--- src/rtl/piradip_axis_iq_interleaver.sv ---
// -----------------------------------------------------------------------------
// piradip_axis_iq_interleaver
//
// Purpose
//   Joins an AXI4-Stream of I samples and an AXI4-Stream of Q samples into a
//   single interleaved IQ stream. Each input beat carries N_SAMPLES samples of
//   SAMPLE_WIDTH bits; each output beat carries the N_SAMPLES matching I/Q
//   pairs. Beats are paired strictly in arrival order: the k-th accepted I beat
//   is always joined with the k-th accepted Q beat.
//
//   Each input lands in its own 2-entry skid buffer. An input's tready depends
//   only on that input's buffer occupancy, never combinationally on
//   IQ_out_tready or on the other input. A join pops one entry from each
//   buffer and loads the registered output stage in the same cycle, so the
//   latency from an input handshake to IQ_out_tvalid is two cycles when the
//   pipe is idle. Throughput is one beat per cycle.
//
// Parameters
//   SAMPLE_WIDTH : bits per I or Q sample
//   N_SAMPLES    : samples per input beat (>= 1)
//   Q_FIRST      : 1 -> Q in the lower half of each output pair, 0 -> I lower
//   COUNT_WIDTH  : width of the output beat counter (wraps)
//
// Ports
//   aclk, aresetn         : clock, asynchronous active-low reset
//   I_in_t*               : I subordinate stream (tdata/tvalid/tready/tlast)
//   Q_in_t*               : Q subordinate stream (tdata/tvalid/tready/tlast)
//   IQ_out_t*             : interleaved manager stream, tdata 2x input width
//   clear_err             : synchronous clear of tlast_mismatch
//   tlast_mismatch        : sticky, set when a joined pair disagrees on tlast
//   beat_count            : IQ_out transfers since reset, modulo 2^COUNT_WIDTH
// -----------------------------------------------------------------------------

// -----------------------------------------------------------------------------
// piradip_axis_iq_skid2
//
// Two-entry FIFO used as the input skid buffer of one stream.
//   enable_i            : gates s_tready_o; low until the first clock after reset
//   s_t*_i / s_tready_o : upstream AXI4-Stream side
//   m_tdata_o/m_tlast_o : head entry (valid while m_valid_o is high)
//   m_valid_o           : buffer non-empty
//   pop_i               : remove the head entry (only when m_valid_o is high)
// -----------------------------------------------------------------------------
module piradip_axis_iq_skid2 #(
  parameter int DATA_WIDTH = 32
) (
  input  logic                  aclk,
  input  logic                  aresetn,
  input  logic                  enable_i,
  input  logic [DATA_WIDTH-1:0] s_tdata_i,
  input  logic                  s_tlast_i,
  input  logic                  s_tvalid_i,
  output logic                  s_tready_o,
  output logic [DATA_WIDTH-1:0] m_tdata_o,
  output logic                  m_tlast_o,
  output logic                  m_valid_o,
  input  logic                  pop_i
);

  // Storage is {tlast, tdata}; contents need no reset because occupancy
  // alone decides whether an entry is meaningful.
  logic [DATA_WIDTH:0] mem_q [2];
  logic [1:0]          count_q, count_d;
  logic                wr_ptr_q, rd_ptr_q;
  logic                push;

  // Ready comes only from registered state of this buffer.
  assign s_tready_o = enable_i && (count_q != 2'd2);
  assign push       = s_tvalid_i && s_tready_o;
  assign m_valid_o  = (count_q != 2'd0);
  assign m_tdata_o  = mem_q[rd_ptr_q][DATA_WIDTH-1:0];
  assign m_tlast_o  = mem_q[rd_ptr_q][DATA_WIDTH];

  always_comb begin
    count_d = count_q + {1'b0, push} - {1'b0, pop_i};
  end

  always_ff @(posedge aclk or negedge aresetn) begin
    if (!aresetn) begin
      count_q  <= 2'd0;
      wr_ptr_q <= 1'b0;
      rd_ptr_q <= 1'b0;
    end else begin
      count_q <= count_d;
      if (push) begin
        wr_ptr_q <= ~wr_ptr_q;
      end
      if (pop_i) begin
        rd_ptr_q <= ~rd_ptr_q;
      end
    end
  end

  always_ff @(posedge aclk) begin
    if (push) begin
      mem_q[wr_ptr_q] <= {s_tlast_i, s_tdata_i};
    end
  end

endmodule

// -----------------------------------------------------------------------------
// Top level
// -----------------------------------------------------------------------------
module piradip_axis_iq_interleaver #(
  parameter int SAMPLE_WIDTH = 16,
  parameter int N_SAMPLES    = 4,
  parameter int Q_FIRST      = 1,
  parameter int COUNT_WIDTH  = 32
) (
  input  logic                                aclk,
  input  logic                                aresetn,
  // I stream (subordinate)
  input  logic [N_SAMPLES*SAMPLE_WIDTH-1:0]   I_in_tdata,
  input  logic                                I_in_tvalid,
  output logic                                I_in_tready,
  input  logic                                I_in_tlast,
  // Q stream (subordinate)
  input  logic [N_SAMPLES*SAMPLE_WIDTH-1:0]   Q_in_tdata,
  input  logic                                Q_in_tvalid,
  output logic                                Q_in_tready,
  input  logic                                Q_in_tlast,
  // Interleaved IQ stream (manager)
  output logic [2*N_SAMPLES*SAMPLE_WIDTH-1:0] IQ_out_tdata,
  output logic                                IQ_out_tvalid,
  input  logic                                IQ_out_tready,
  output logic                                IQ_out_tlast,
  // Status
  input  logic                                clear_err,
  output logic                                tlast_mismatch,
  output logic [COUNT_WIDTH-1:0]              beat_count
);

  localparam int IN_W  = N_SAMPLES * SAMPLE_WIDTH;
  localparam int OUT_W = 2 * IN_W;

  // ---------------------------------------------------------------------------
  // Elaboration-time sanity checks on configuration and port widths.
  // ---------------------------------------------------------------------------
  if (N_SAMPLES < 1) begin : g_bad_n_samples
    $error("piradip_axis_iq_interleaver: N_SAMPLES must be at least 1");
  end
  if (($bits(I_in_tdata) != IN_W) || ($bits(Q_in_tdata) != IN_W) ||
      ($bits(IQ_out_tdata) != OUT_W)) begin : g_bad_widths
    $error("piradip_axis_iq_interleaver: stream tdata widths inconsistent");
  end

  // ---------------------------------------------------------------------------
  // Readiness enable: keeps both treadys low during reset and raises them on
  // the first clock edge after release, without routing aresetn into logic.
  // ---------------------------------------------------------------------------
  logic run_q;

  always_ff @(posedge aclk or negedge aresetn) begin
    if (!aresetn) begin
      run_q <= 1'b0;
    end else begin
      run_q <= 1'b1;
    end
  end

  // ---------------------------------------------------------------------------
  // Input skid buffers
  // ---------------------------------------------------------------------------
  logic [IN_W-1:0] i_head_data, q_head_data;
  logic            i_head_last, q_head_last;
  logic            i_head_valid, q_head_valid;
  logic            do_join;

  piradip_axis_iq_skid2 #(.DATA_WIDTH(IN_W)) u_i_skid (
    .aclk       (aclk),
    .aresetn    (aresetn),
    .enable_i   (run_q),
    .s_tdata_i  (I_in_tdata),
    .s_tlast_i  (I_in_tlast),
    .s_tvalid_i (I_in_tvalid),
    .s_tready_o (I_in_tready),
    .m_tdata_o  (i_head_data),
    .m_tlast_o  (i_head_last),
    .m_valid_o  (i_head_valid),
    .pop_i      (do_join)
  );

  piradip_axis_iq_skid2 #(.DATA_WIDTH(IN_W)) u_q_skid (
    .aclk       (aclk),
    .aresetn    (aresetn),
    .enable_i   (run_q),
    .s_tdata_i  (Q_in_tdata),
    .s_tlast_i  (Q_in_tlast),
    .s_tvalid_i (Q_in_tvalid),
    .s_tready_o (Q_in_tready),
    .m_tdata_o  (q_head_data),
    .m_tlast_o  (q_head_last),
    .m_valid_o  (q_head_valid),
    .pop_i      (do_join)
  );

  // ---------------------------------------------------------------------------
  // Sample interleaving: pair n occupies slots 2n (low) and 2n+1 (high).
  // ---------------------------------------------------------------------------
  logic [OUT_W-1:0] joined_data;

  for (genvar gi = 0; gi < N_SAMPLES; gi++) begin : g_pair
    if (Q_FIRST != 0) begin : g_q_low
      assign joined_data[(2*gi)*SAMPLE_WIDTH +: SAMPLE_WIDTH]   =
        q_head_data[gi*SAMPLE_WIDTH +: SAMPLE_WIDTH];
      assign joined_data[(2*gi+1)*SAMPLE_WIDTH +: SAMPLE_WIDTH] =
        i_head_data[gi*SAMPLE_WIDTH +: SAMPLE_WIDTH];
    end else begin : g_i_low
      assign joined_data[(2*gi)*SAMPLE_WIDTH +: SAMPLE_WIDTH]   =
        i_head_data[gi*SAMPLE_WIDTH +: SAMPLE_WIDTH];
      assign joined_data[(2*gi+1)*SAMPLE_WIDTH +: SAMPLE_WIDTH] =
        q_head_data[gi*SAMPLE_WIDTH +: SAMPLE_WIDTH];
    end
  end

  // ---------------------------------------------------------------------------
  // Output register, error flag and beat counter
  // ---------------------------------------------------------------------------
  logic                   out_valid_q, out_valid_d;
  logic [OUT_W-1:0]       out_data_q,  out_data_d;
  logic                   out_last_q,  out_last_d;
  logic                   mismatch_q,  mismatch_d;
  logic [COUNT_WIDTH-1:0] count_q,     count_d;
  logic                   out_xfer;

  assign out_xfer = out_valid_q && IQ_out_tready;

  // A join needs both heads present and a free (or freeing) output slot.
  // Because loads only happen on a join, a stalled beat can never be
  // overwritten, which keeps tdata/tlast stable under backpressure.
  assign do_join = i_head_valid && q_head_valid && (!out_valid_q || IQ_out_tready);

  always_comb begin
    out_valid_d = out_valid_q;
    out_data_d  = out_data_q;
    out_last_d  = out_last_q;
    if (do_join) begin
      out_valid_d = 1'b1;
      out_data_d  = joined_data;
      out_last_d  = i_head_last;
    end else if (IQ_out_tready) begin
      out_valid_d = 1'b0;
    end

    // Setting wins over clearing when both happen in the same cycle.
    mismatch_d = mismatch_q;
    if (do_join && (i_head_last != q_head_last)) begin
      mismatch_d = 1'b1;
    end else if (clear_err) begin
      mismatch_d = 1'b0;
    end

    count_d = count_q + COUNT_WIDTH'(out_xfer);
  end

  always_ff @(posedge aclk or negedge aresetn) begin
    if (!aresetn) begin
      out_valid_q <= 1'b0;
      out_data_q  <= '0;
      out_last_q  <= 1'b0;
      mismatch_q  <= 1'b0;
      count_q     <= '0;
    end else begin
      out_valid_q <= out_valid_d;
      out_data_q  <= out_data_d;
      out_last_q  <= out_last_d;
      mismatch_q  <= mismatch_d;
      count_q     <= count_d;
    end
  end

  assign IQ_out_tvalid  = out_valid_q;
  assign IQ_out_tdata   = out_data_q;
  assign IQ_out_tlast   = out_last_q;
  assign tlast_mismatch = mismatch_q;
  assign beat_count     = count_q;

endmodule

--- config.mk ---
export PLATFORM = sky130hd
export DESIGN_NAME = piradip_axis_iq_interleaver
export DESIGN_NICKNAME = d
export VERILOG_FILES = /design/src/rtl/piradip_axis_iq_interleaver.sv
export SDC_FILE = /design/constraint.sdc
export NUM_CORES = 1
export LEC_CHECK = 0
export CORE_MARGIN = 5
export CORE_UTILIZATION = 35
export CTS_BUF_LIST = sky130_fd_sc_hd__clkbuf_2
export DETAILED_ROUTE_END_ITERATION = 16
export HOLD_SLACK_MARGIN = 0.12
export MAX_ROUTING_LAYER = met4
export PLACE_DENSITY = 0.55
export SETUP_SLACK_MARGIN = 0.05
export SKIP_LAST_GASP = 1
export SYNTH_ARGS = -nofsm -noshare
export SYNTH_HDL_FRONTEND = slang
export SYNTH_SLANG_ARGS = --single-unit
--- constraint.sdc ---
create_clock -name aclk -period 5 [get_ports aclk]
set_clock_uncertainty 0.1 [all_clocks]
set_input_delay 0.5 -clock aclk [delete_from_list [all_inputs] [get_ports aclk]]
set_output_delay 0.5 -clock aclk [all_outputs]
set_load 0.01 [all_outputs]
==> results.py, run 1 <==
metrics = {
    "placed_design": {
        "place.gp.congestion": 0.805,
        "io_buffers": 300,
        "place_ws_ps": 2110,
        "placed_area_um2": 19300,
        "hpwlAfterDp_um": 22800,
    },
    "clocking": {
        "cts_sinks": 432,
        "cts_buffer_depth": 3,
        "root_buffer": "clkbuf_2",
        "cts.htree.levels": 3,
        "cts_resized": 0,
        "post_cts_buffers": 0,
        "cts_tree": "done",
        "path_clk_slew_ps": 90,
        "clk_latency_ps": 1050,
        "numCtsBuffers": 113,
    },
    "yosys": {
        "synth_area_per_cell_um2": 15.7,
        "synthCells": 995,
        "syn_area_um2": 15600,
        "ys_ff_latch": 432,
        "netlist-cell-type-count": 27,
        "seq_area_frac_synth_pct": 77.4,
        "yosysWarnings": 0,
        "syn_nets": 1138,
    },
    "pwr": {
        "power_density_nw_per_um2": 529,
        "total_leakage_power_nw": 8.53,
        "p_total_mw": 11.5,
        "ir_drop_uv": 368,
    },
    "sta": {
        "fmax_ghz": 0.325,
        "hold-worst-slack_ps": 380,
        "setup_ws_ps": 1920,
        "setup_viol": 0,
        "worstMarginPinSlew_ps": 1030,
        "slew_violations": 0,
        "hold_viol": 0,
        "max_slew_margin_pct": 31.1,
        "period_needed_ps": 3080,
        "rsz0062_at_grt": "no",
        "fin_crit_sh_pct": 61.6,
        "finalSetupTns_ps": 0,
    },
    "floorplan": {
        "rows": 77,
        "die_h_um": 221,
        "fp.dieArea_um2": 49000,
        "ioPinCount": 301,
        "die_x_um": 221,
        "start_util_pct": 35.4,
        "core-area_um2": 44200,
    },
    "final_layout": {
        "syn2layout_area_growth_pct": 39.4,
        "layout_commonest_cell": "clkdlybuf4s50_1",
        "nets": 1651,
        "post_route_cells_drive_above_1_share_pct": 12.8,
        "fin_area_um2": 21800,
        "most-common-layout-cells": "299 x clkdlybuf4s50_1, 260 x edfxtp_1, 175 x clkbuf_2",
    },
    "setup_path": {
        "end_kind": "output port",
        "crit_type": "flip-flop to output port",
        "arrival_ps": 2480,
        "critPathMaxFanout": 3,
        "critPathLaunchType": "flip-flop",
        "cp_data_required_time_ps": 4400,
    },
    "grt": {
        "grt_antenna_before_repair": 9,
        "track_usage_pct": 15.9,
        "grt_pass1_vias": 10800,
        "grt-ovfl-total": 0,
        "grt_pass1_wl_um": 59800,
        "grt_max_degree": 129,
    },
    "route": {
        "drt_iter0_drc": 422,
        "routed_via_density": 4.45,
        "routed_wl_um": 37900,
        "vias": 9826,
        "final_antenna_net_count": 0,
        "drc": 0,
        "avgRoutedWirePerCell_um": 17.1,
        "first_pass_iters": 4,
    },
    "run": {
        "maxCapViolCount": 0,
    },
    "worst_hold_path": {
        "hp-class": "flip-flop to flip-flop",
    },
    "outcome": {
        "status": "completed",
    },
}
## worst paths after layout
check | startpoint | to | slack, ps | depth (start not counted)
max | u_q_skid.count_q[1] | Q_in_tready | 1920 | 2
min | beat_count[31] | beat_count[31] | 380 | 1
max reg2reg | u_q_skid.count_q[1] | u_q_skid.mem_q[1][24] | 2530 | 3
min reg2reg | beat_count[31] | beat_count[31] | 380 | 1
max in group asynchronous | aresetn | IQ_out_tdata[121] | 3810 | 4
min in group asynchronous | aresetn | IQ_out_tdata[120] | 520 | 4
## critical path, cell delays in order, from the launching register on
cell	delay [ps]
dfrtp_1	410
a21boi_0	360
clkdlybuf4s50_1	670
## logic make-up (layout without fill, tap and decap cells)
kind of cell | Yosys count | count (layout) | share of synthesized area (%)
adder cells (fa/ha/maj) | 7 | 7 | 0.560
flip-flops | 432 | 432 | 77.4
AND/OR/NAND/NOR | 195 | 195 | 5.41
AO/OA/AOI/OAI | 135 | 135 | 4.36
XOR/XNOR | 39 | 39 | 2.18
multiplexers | 130 | 130 | 8.32
buffers and inverters | 56 | 668 | 1.73
other | 1 | 11 | 0.0240
## state kept, by name, indices dropped and copies added, names as in the netlist
name	count
u_i_skid.wr_ptr_q	1
u_i_skid.count_q	2
beat_count	32
u_q_skid.mem_q	130
tlast_mismatch	1
u_q_skid.rd_ptr_q	1
u_i_skid.rd_ptr_q	1
IQ_out_tlast	1
u_i_skid.mem_q	130
u_q_skid.wr_ptr_q	1
IQ_out_tdata	128
run_q	1
u_q_skid.count_q	2
IQ_out_tvalid	1
## cell usage after synthesis
master	n	share of area (%)
nor2_1	136	3.3
ha_1	7	0.56
a21boi_0	2	0.096
a21oi_1	130	4.2
conb_1	1	0.024
and4_4	1	0.072
inv_1	9	0.22
and3_1	8	0.32
and4_1	2	0.11
buf_2	33	1.1
xor2_1	11	0.62
clkbuf_1	11	0.26
and4bb_4	1	0.10
nor3_1	4	0.13
nor4_1	2	0.080
nand3_1	12	0.38
buf_8	1	0.096
dfrtp_1	172	28
o22ai_1	1	0.040
xnor2_1	28	1.6
buf_4	2	0.096
and2_1	3	0.12
mux2i_1	130	8.3
nand4_1	13	0.52
edfxtp_1	260	50
o21ai_0	2	0.064
nand2_1	13	0.31
## what timing repair did
action,in CTS,in global routing
hold buffers,137,0
endpoints found under the hold margin,447,0
setup endpoints to repair,0,0
## per-stage QoR
stage / utilization, % / std cells
after floorplan: - / 995
after global placement: 43.7 / 1848
after detailed placement: 43.7 / 1848
after CTS: 49.2 / 2199
after global routing: 49.3 / 2209
final: 49.3 / 2209
## layout make-up
cell class	instances	area, um^2
Tap cell	592	741
Clock buffer	175	876
Sequential cell	432	12100
Clock inverter	39	203
Timing Repair Buffer	445	4510
Antenna cell	10	25.0
Inverter	9	33.8
Multi-Input combinational cell	507	3300
Fill cell	3885	22400
## report_power, final
| part | switching, mW | internal (mW) | total, mW |
|---|---|---|---|
| combinational | 1.92 | 1.87 | 3.80 |
| sequential | 0.589 | 4.69 | 5.28 |
| clock | 1.45 | 1.00 | 2.45 |
## routing by layer
layer	share of wire (%)	vias to the layer above	GRT usage [%]
li1	-	4733	-
met1	43	4737	19.5
met2	48	288	24.9
met3	6.3	68	5.41
met4	2.2	0	5.41
met5	0	-	-
Note: power is estimated with default switching activity, not from simulation.
==> inputs of run 2 (changes only) <==
==> constraint.sdc (replaced) <==
create_clock -name aclk -period 3.05 [get_ports aclk]
set_clock_uncertainty 0.1 [all_clocks]
set_input_delay 0.305 -clock aclk [delete_from_list [all_inputs] [get_ports aclk]]
set_output_delay 0.305 -clock aclk [all_outputs]
set_load 0.01 [all_outputs]
==> results.py, run 2 <==
metrics = {
    "outcome": {
        "status": "did not finish",
        "failed_stage": "detailed routing (5_2_route)",
        "error": "[ERROR DRT-0255] Maze Route cannot find path of net aclk in worker of routeBox ( 193200 0 ) ( 221425 48300 ).",
    },
    "grt": {
        "grt_pass1_wl_um": 59800,
        "grt_pass1_vias": 10700,
        "grt_antenna_before_repair": 6,
        "track_usage_pct": 15.8,
        "grt-ovfl-total": 0,
        "grt_max_degree": 124,
    },
    "yosys": {
        "synth.area.top_cells": "edfxtp_1 50%, dfrtp_1 28%, mux2i_1 8.3%",
        "async_flop_share_pct": 39.8,
        "synth_area_per_cell_um2": 15.7,
        "synth_top_cell_area_share_pct": 49.9,
        "ys_ff_latch": 432,
        "synth_flop_cell": "edfxtp_1",
        "synth_common_cells": "260 x edfxtp_1, 172 x dfrtp_1, 136 x nor2_1, 130 x a21oi_1, 130 x mux2i_1",
        "synth_top_area_cell": "edfxtp_1",
        "yosysWarnings": 0,
        "syn_area_um2": 15600,
        "synth.most_common_cell": "edfxtp_1",
        "seq_area_frac_synth_pct": 77.4,
        "syn_nets": 1138,
        "synthCells": 995,
        "netlist-cell-type-count": 27,
        "synth-edff-count": 260,
    },
    "floorplan": {
        "ioPinCount": 301,
        "rows": 77,
        "die_x_um": 221,
        "die_h_um": 221,
        "start_util_pct": 35.4,
    },
    "clocking": {
        "root_buffer": "clkbuf_2",
        "post_cts_buffers": 0,
        "numCtsBuffers": 112,
        "cts.htree.levels": 3,
        "cts_buffer_depth": 3,
        "cts_sinks": 432,
    },
    "placed_design": {
        "place_ws_ps": 694,
        "io_buffers": 300,
        "place.gp.congestion": 0.762,
        "hpwlAfterDp_um": 23400,
    },
    "sta": {
        "crit_endpoint": "Q_in_tready",
        "endpoint_type": "primary output",
    },
}
==> run 2: cell counts after synthesis <==
No cell type changed its count.
==> run 2: what timing repair did <==
| item | 4_1_cts | 5_1_grt |
|---|---|---|
| pin swaps | 0 | 0 |
| hold buffers | 209 | 0 |
| gates cloned | 0 | 0 |
| resized for setup | 3 | 1 |
| hold endpoints to repair | 619 | 0 |
| setup endpoints to repair | 2 | 1 |
==> run 2: through the flow <==
| step | utilization (%) | area, um^2 | cells |
|---|---|---|---|
| 2_1_floorplan | - | 15700 | 995 |
| 3_3_place_gp | 44.1 | 19500 | 1860 |
| 3_5_place_dp | 44.1 | 19500 | 1860 |
| 4_1_cts | 51.3 | 22700 | 2279 |
| 5_1_grt | 51.4 | 22700 | 2287 |
==> run 2: metal layers <==
metal	GRT usage (%)
met3	4.72
met5	-
met4	5.37
met1	20.2
met2	24.4
==> run 2: cells by family after synthesis <==
kind of cell / after synthesis / share of synthesized area [%]
AOI/OAI and AO/OA: 135 / 4.36
xor gates and xnor gates: 39 / 2.18
adders and majority gates: 7 / 0.560
buffers and inverters: 56 / 1.73
DFF: 432 / 77.4
muxes: 130 / 8.32
other: 1 / 0.0240
and+or+nand+nor: 195 / 5.41
==> inputs of run 3 (changes only) <==
==> config.mk (replaced) <==
export PLATFORM = sky130hd
export DESIGN_NAME = piradip_axis_iq_interleaver
export DESIGN_NICKNAME = d
export VERILOG_FILES = /design/src/rtl/piradip_axis_iq_interleaver.sv
export SDC_FILE = /design/constraint.sdc
export NUM_CORES = 1
export LEC_CHECK = 0
export CORE_MARGIN = 5
export CORE_UTILIZATION = 20
export DETAILED_ROUTE_END_ITERATION = 16
export PLACE_DENSITY_LB_ADDON = 0.15
export SKIP_LAST_GASP = 1
export SYNTH_ARGS = -nofsm -noshare
export SYNTH_HDL_FRONTEND = slang
export SYNTH_SLANG_ARGS = --single-unit
==> results.py, run 3 (synthesis gave the netlist of run 1 again) <==
metrics = {
    "outcome": {
        "status": "completed",
    },
    "sta": {
        "finalSetupTns_ps": 0,
        "fmax_ghz": 0.408,
        "hold_viol": 0,
        "setup_viol": 0,
        "fin_crit_sh_pct": 80.4,
        "rsz0062_at_grt": "no",
        "max_slew_margin_pct": 51.2,
        "hold-worst-slack_ps": 165,
        "slew_violations": 0,
        "period_needed_ps": 2450,
        "worstMarginPinSlew_ps": 732,
    },
    "floorplan": {
        "start_util_pct": 20.2,
        "core-area_um2": 77500,
        "fp.dieArea_um2": 83900,
        "die_h_um": 290,
        "rows": 102,
        "die_x_um": 290,
        "ioPinCount": 301,
    },
    "setup_path": {
        "critPathMaxFanout": 3,
        "critPathLaunchType": "flip-flop",
        "r2r-start": "u_q_skid.count_q[1]",
        "arrival_ps": 2050,
        "critPathLaunch": "u_q_skid.count_q[1]",
        "crit_type": "flip-flop to output port",
        "reg2regPathDepth": 4,
        "cp_data_required_time_ps": 2640,
        "end_kind": "output port",
    },
    "final_layout": {
        "nets": 1461,
        "post_route_cells_drive_above_1_share_pct": 7.06,
        "syn2layout_area_growth_pct": 38.2,
        "layout_commonest_cell": "clkdlybuf4s50_1",
        "final-instance-count-excl-fill": 2404,
        "most-common-layout-cells": "299 x clkdlybuf4s50_1, 260 x edfxtp_1, 170 x dfrtp_1",
        "fin_area_um2": 21600,
    },
    "pwr": {
        "total_leakage_power_nw": 7.97,
        "power_density_nw_per_um2": 960,
        "p_total_mw": 20.8,
        "ir_drop_uv": 445,
    },
    "clocking": {
        "cts_tree": "done",
        "numCtsBuffers": 52,
        "post_cts_buffers": 0,
        "cts_sinks": 432,
        "cts_buffer_depth": 3,
        "root_buffer": "clkbuf_16",
        "path_clk_slew_ps": 60,
        "cts.htree.levels": 2,
        "clk_latency_ps": 590,
    },
    "grt": {
        "track_usage_pct": 9.91,
        "grt_antenna_before_repair": 9,
        "grt_pass1_vias": 9698,
        "grt_pass1_wl_um": 62900,
        "grt-ovfl-total": 0,
        "grt_max_degree": 133,
    },
    "placed_design": {
        "io_buffers": 300,
        "place.gp.congestion": 0.695,
        "hpwlAfterDp_um": 26400,
        "place_inst": 2303,
        "placed_area_um2": 20000,
    },
    "route": {
        "drt_iter0_drc": 328,
        "routed_wl_um": 42700,
        "final_antenna_net_count": 0,
        "first_pass_iters": 4,
        "routed_via_density": 3.76,
        "drc": 0,
        "vias": 9046,
        "avgRoutedWirePerCell_um": 17.7,
    },
    "worst_hold_path": {
        "hp-class": "primary input to asynchronous set/reset pin",
    },
    "run": {
        "maxCapViolCount": 0,
    },
}
## run 3: path summary, 6_finish.rpt
path	endpoint	slack, ps
worst min-delay path	beat_count[7]	160
worst max-delay path	Q_in_tready	600
worst max register to register	u_q_skid.mem_q[0][31]	1010
worst min register to register	beat_count[31]	370
min in group aclk	u_i_skid.mem_q[0][20]	190
max in group asynchronous	IQ_out_tdata[91]	1910
## run 3: power breakdown
| group | leakage, nW | internal (mW) | total (mW) | switching, mW |
|---|---|---|---|---|
| Clock | 0.777 | 3.36 | 5.83 | 2.46 |
| Sequential | 4.35 | 7.71 | 8.49 | 0.783 |
| Combinational | 2.84 | 3.02 | 6.43 | 3.41 |
## run 3: critical path, cell delays in order (launching register included)
cell and delay (ps):
dfrtp_1 400, a21boi_0 380, clkdlybuf4s50_1 690
## run 3: repair_timing
action / CTS / global route
gates resized for setup: 0 / 0
hold buffers: 1 / 0
endpoints found under the setup margin: 0 / 0
hold endpoints to repair: 53 / 0
## run 3: cell type report
| class | count | area [um^2] |
|---|---|---|
| Antenna cell | 4 | 10.0 |
| Clock buffer | 71 | 1430 |
| Clock inverter | 25 | 176 |
| Fill cell | 7964 | 55800 |
| Inverter | 9 | 33.8 |
| Multi-Input combinational cell | 507 | 3300 |
| Sequential cell | 432 | 12100 |
| Tap cell | 1040 | 1300 |
| Timing Repair Buffer | 316 | 3250 |
## run 3: metrics by stage
stage	util, %	worst slack (ps)
after floorplan	-	66.6
after global placement	25.8	775
after detailed placement	25.8	745
after CTS	27.9	512
after global routing	27.9	434
final	27.9	597
## run 3: layer usage
metal,up-vias,share of wire [%],GRT usage (%)
li1,4281,-,-
met1,4447,42,12.1
met2,233,48,16.4
met3,75,8.1,3.95
met4,10,2.2,2.68
met5,-,0.15,0
==> inputs of run 4 (changes only) <==
==> constraint.sdc (replaced) <==
create_clock -name aclk -period 2.4 [get_ports aclk]
set_clock_uncertainty 0.1 [all_clocks]
set_input_delay 0.24 -clock aclk [delete_from_list [all_inputs] [get_ports aclk]]
set_output_delay 0.24 -clock aclk [all_outputs]
set_load 0.01 [all_outputs]
==> results.py, run 4 (synthesis gave the netlist of run 1 again) <==
metrics = {
    "grt": {
        "track_usage_pct": 9.86,
        "grt_pass1_wl_um": 62400,
        "grt_max_degree": 66,
        "grt_pass1_vias": 9588,
        "grt-ovfl-total": 0,
        "grt_antenna_before_repair": 10,
    },
    "setup_path": {
        "critPathMaxFanout": 3,
        "path_cells": "a21boi_1, clkdlybuf4s50_1",
        "cpPeakStageDelay_ps": 660,
        "r2r-start": "IQ_out_tvalid",
        "crit_type": "flip-flop to output port",
        "critPathLaunchType": "flip-flop",
        "cp_data_required_time_ps": 2060,
        "critPathLaunch": "u_i_skid.count_q[1]",
        "end_kind": "output port",
        "arrival_ps": 1880,
        "cpMaxStageDelayCell": "clkdlybuf4s50_1",
    },
    "floorplan": {
        "core-area_um2": 77500,
        "start_util_pct": 20.2,
        "rows": 102,
        "fp.dieArea_um2": 83900,
        "die_x_um": 290,
        "ioPinCount": 301,
        "die_h_um": 290,
    },
    "sta": {
        "worstMarginPinSlew_ps": 550,
        "period_needed_ps": 2220,
        "fin_crit_sh_pct": 92.6,
        "setup_ws_ps": 178,
        "hold_viol": 0,
        "rsz0062_at_grt": "no",
        "finalSetupTns_ps": 0,
        "slew_violations": 0,
        "setup_viol": 0,
        "max_slew_margin_pct": 63.3,
        "fmax_ghz": 0.450,
    },
    "route": {
        "routed_wl_um": 42900,
        "avgRoutedWirePerCell_um": 17.7,
        "drt_iter0_drc": 327,
        "routed_via_density": 3.77,
        "final_antenna_net_count": 0,
        "vias": 9115,
        "first_pass_iters": 4,
        "drc": 0,
    },
    "clocking": {
        "root_buffer": "clkbuf_16",
        "numCtsBuffers": 52,
        "path_clk_slew_ps": 60,
        "cts_sinks": 432,
        "clk_latency_ps": 580,
        "post_cts_buffers": 0,
        "cts_buffer_depth": 3,
        "cts_tree": "done",
        "cts.htree.levels": 2,
    },
    "final_layout": {
        "fillCellCount": 7908,
        "final-instance-count-excl-fill": 2419,
        "layout_commonest_cell": "clkdlybuf4s50_1",
        "most-common-layout-cells": "298 x clkdlybuf4s50_1, 260 x edfxtp_1, 170 x dfrtp_1",
        "post_route_cells_drive_above_1_share_pct": 8.50,
        "syn2layout_area_growth_pct": 39.9,
        "fin_area_um2": 21900,
        "nets": 1476,
    },
    "placed_design": {
        "placed_area_um2": 20200,
        "place_ws_ps": 99.2,
        "place_inst": 2318,
        "place.gp.congestion": 0.692,
        "io_buffers": 300,
        "hpwlAfterDp_um": 27500,
    },
    "worst_hold_path": {
        "hp-class": "primary input to asynchronous set/reset pin",
    },
    "run": {
        "maxCapViolCount": 0,
    },
    "pwr": {
        "total_leakage_power_nw": 8.12,
        "ir_drop_uv": 608,
        "power_density_nw_per_um2": 1230,
    },
    "outcome": {
        "status": "completed",
    },
}
## run 4: metal layers
layer	part of all wire, %	track usage, %	vias up
li1	-	-	4306
met1	42	12.2	4514
met5	0.19	0	-
met2	47	16.1	209
met3	8.4	4.02	74
met4	2.1	2.54	12
## run 4: stage by stage
| step | utilization, % | hold WS [ps] | power (mW) |
|---|---|---|---|
| 2_1_floorplan | - | -156 | 15.1 |
| 3_3_place_gp | 26.1 | 179 | 19.6 |
| 4_1_cts | 28.2 | 71.3 | 27.6 |
| 5_1_grt | 28.2 | 96.4 | 28.6 |
| 6_report | 28.3 | 128 | 26.9 |
| 3_5_place_dp | 26.1 | 170 | 19.7 |
## run 4: where the power goes
part	total, mW	switching [mW]	internal [mW]	leakage [nW]
combinational	8.44	4.39	4.06	2.96
sequential	10.8	1.00	9.79	4.35
clock	7.61	3.10	4.51	0.813
## run 4: final cells by class
class | count | area (um^2) | share of cell area (%)
clock inverter | 21 | 161 | 0.738
inverter | 9 | 33.8 | 0.154
multi-input combinational | 507 | 3300 | 15.1
tap | 1040 | 1300 | 5.95
sequential | 432 | 12100 | 55.4
clock buffer | 76 | 1490 | 6.82
timing repair buffer | 331 | 3470 | 15.9
antenna | 3 | 7.51 | 0.0343
## run 4: final timing paths
kind                       slack (ps)  cells past startpoint               endpoint
setup / recovery                  180                      2            I_in_tready
hold / removal                    130                      2          beat_count[8]
setup reg to reg                  430                      8         beat_count[16]
hold reg to reg                   370                      1         beat_count[31]
max in group asynchronous        1420                      3      u_i_skid.rd_ptr_q
min in group aclk                 130                      1  u_q_skid.mem_q[0][49]
## run 4: critical path, delay by kind of cell (launching register included)
family / cells / cell delay, ps
AOI/OAI and AO/OA: 1 / 250
buffers and inverters: 1 / 660
DFF: 1 / 400
## run 4: repair_timing
item | in CTS | in global routing
hold buffers | 1 | 0
hold endpoints to repair | 165 | 0
resized for setup | 0 | 1
endpoints found under the setup margin | 0 | 1
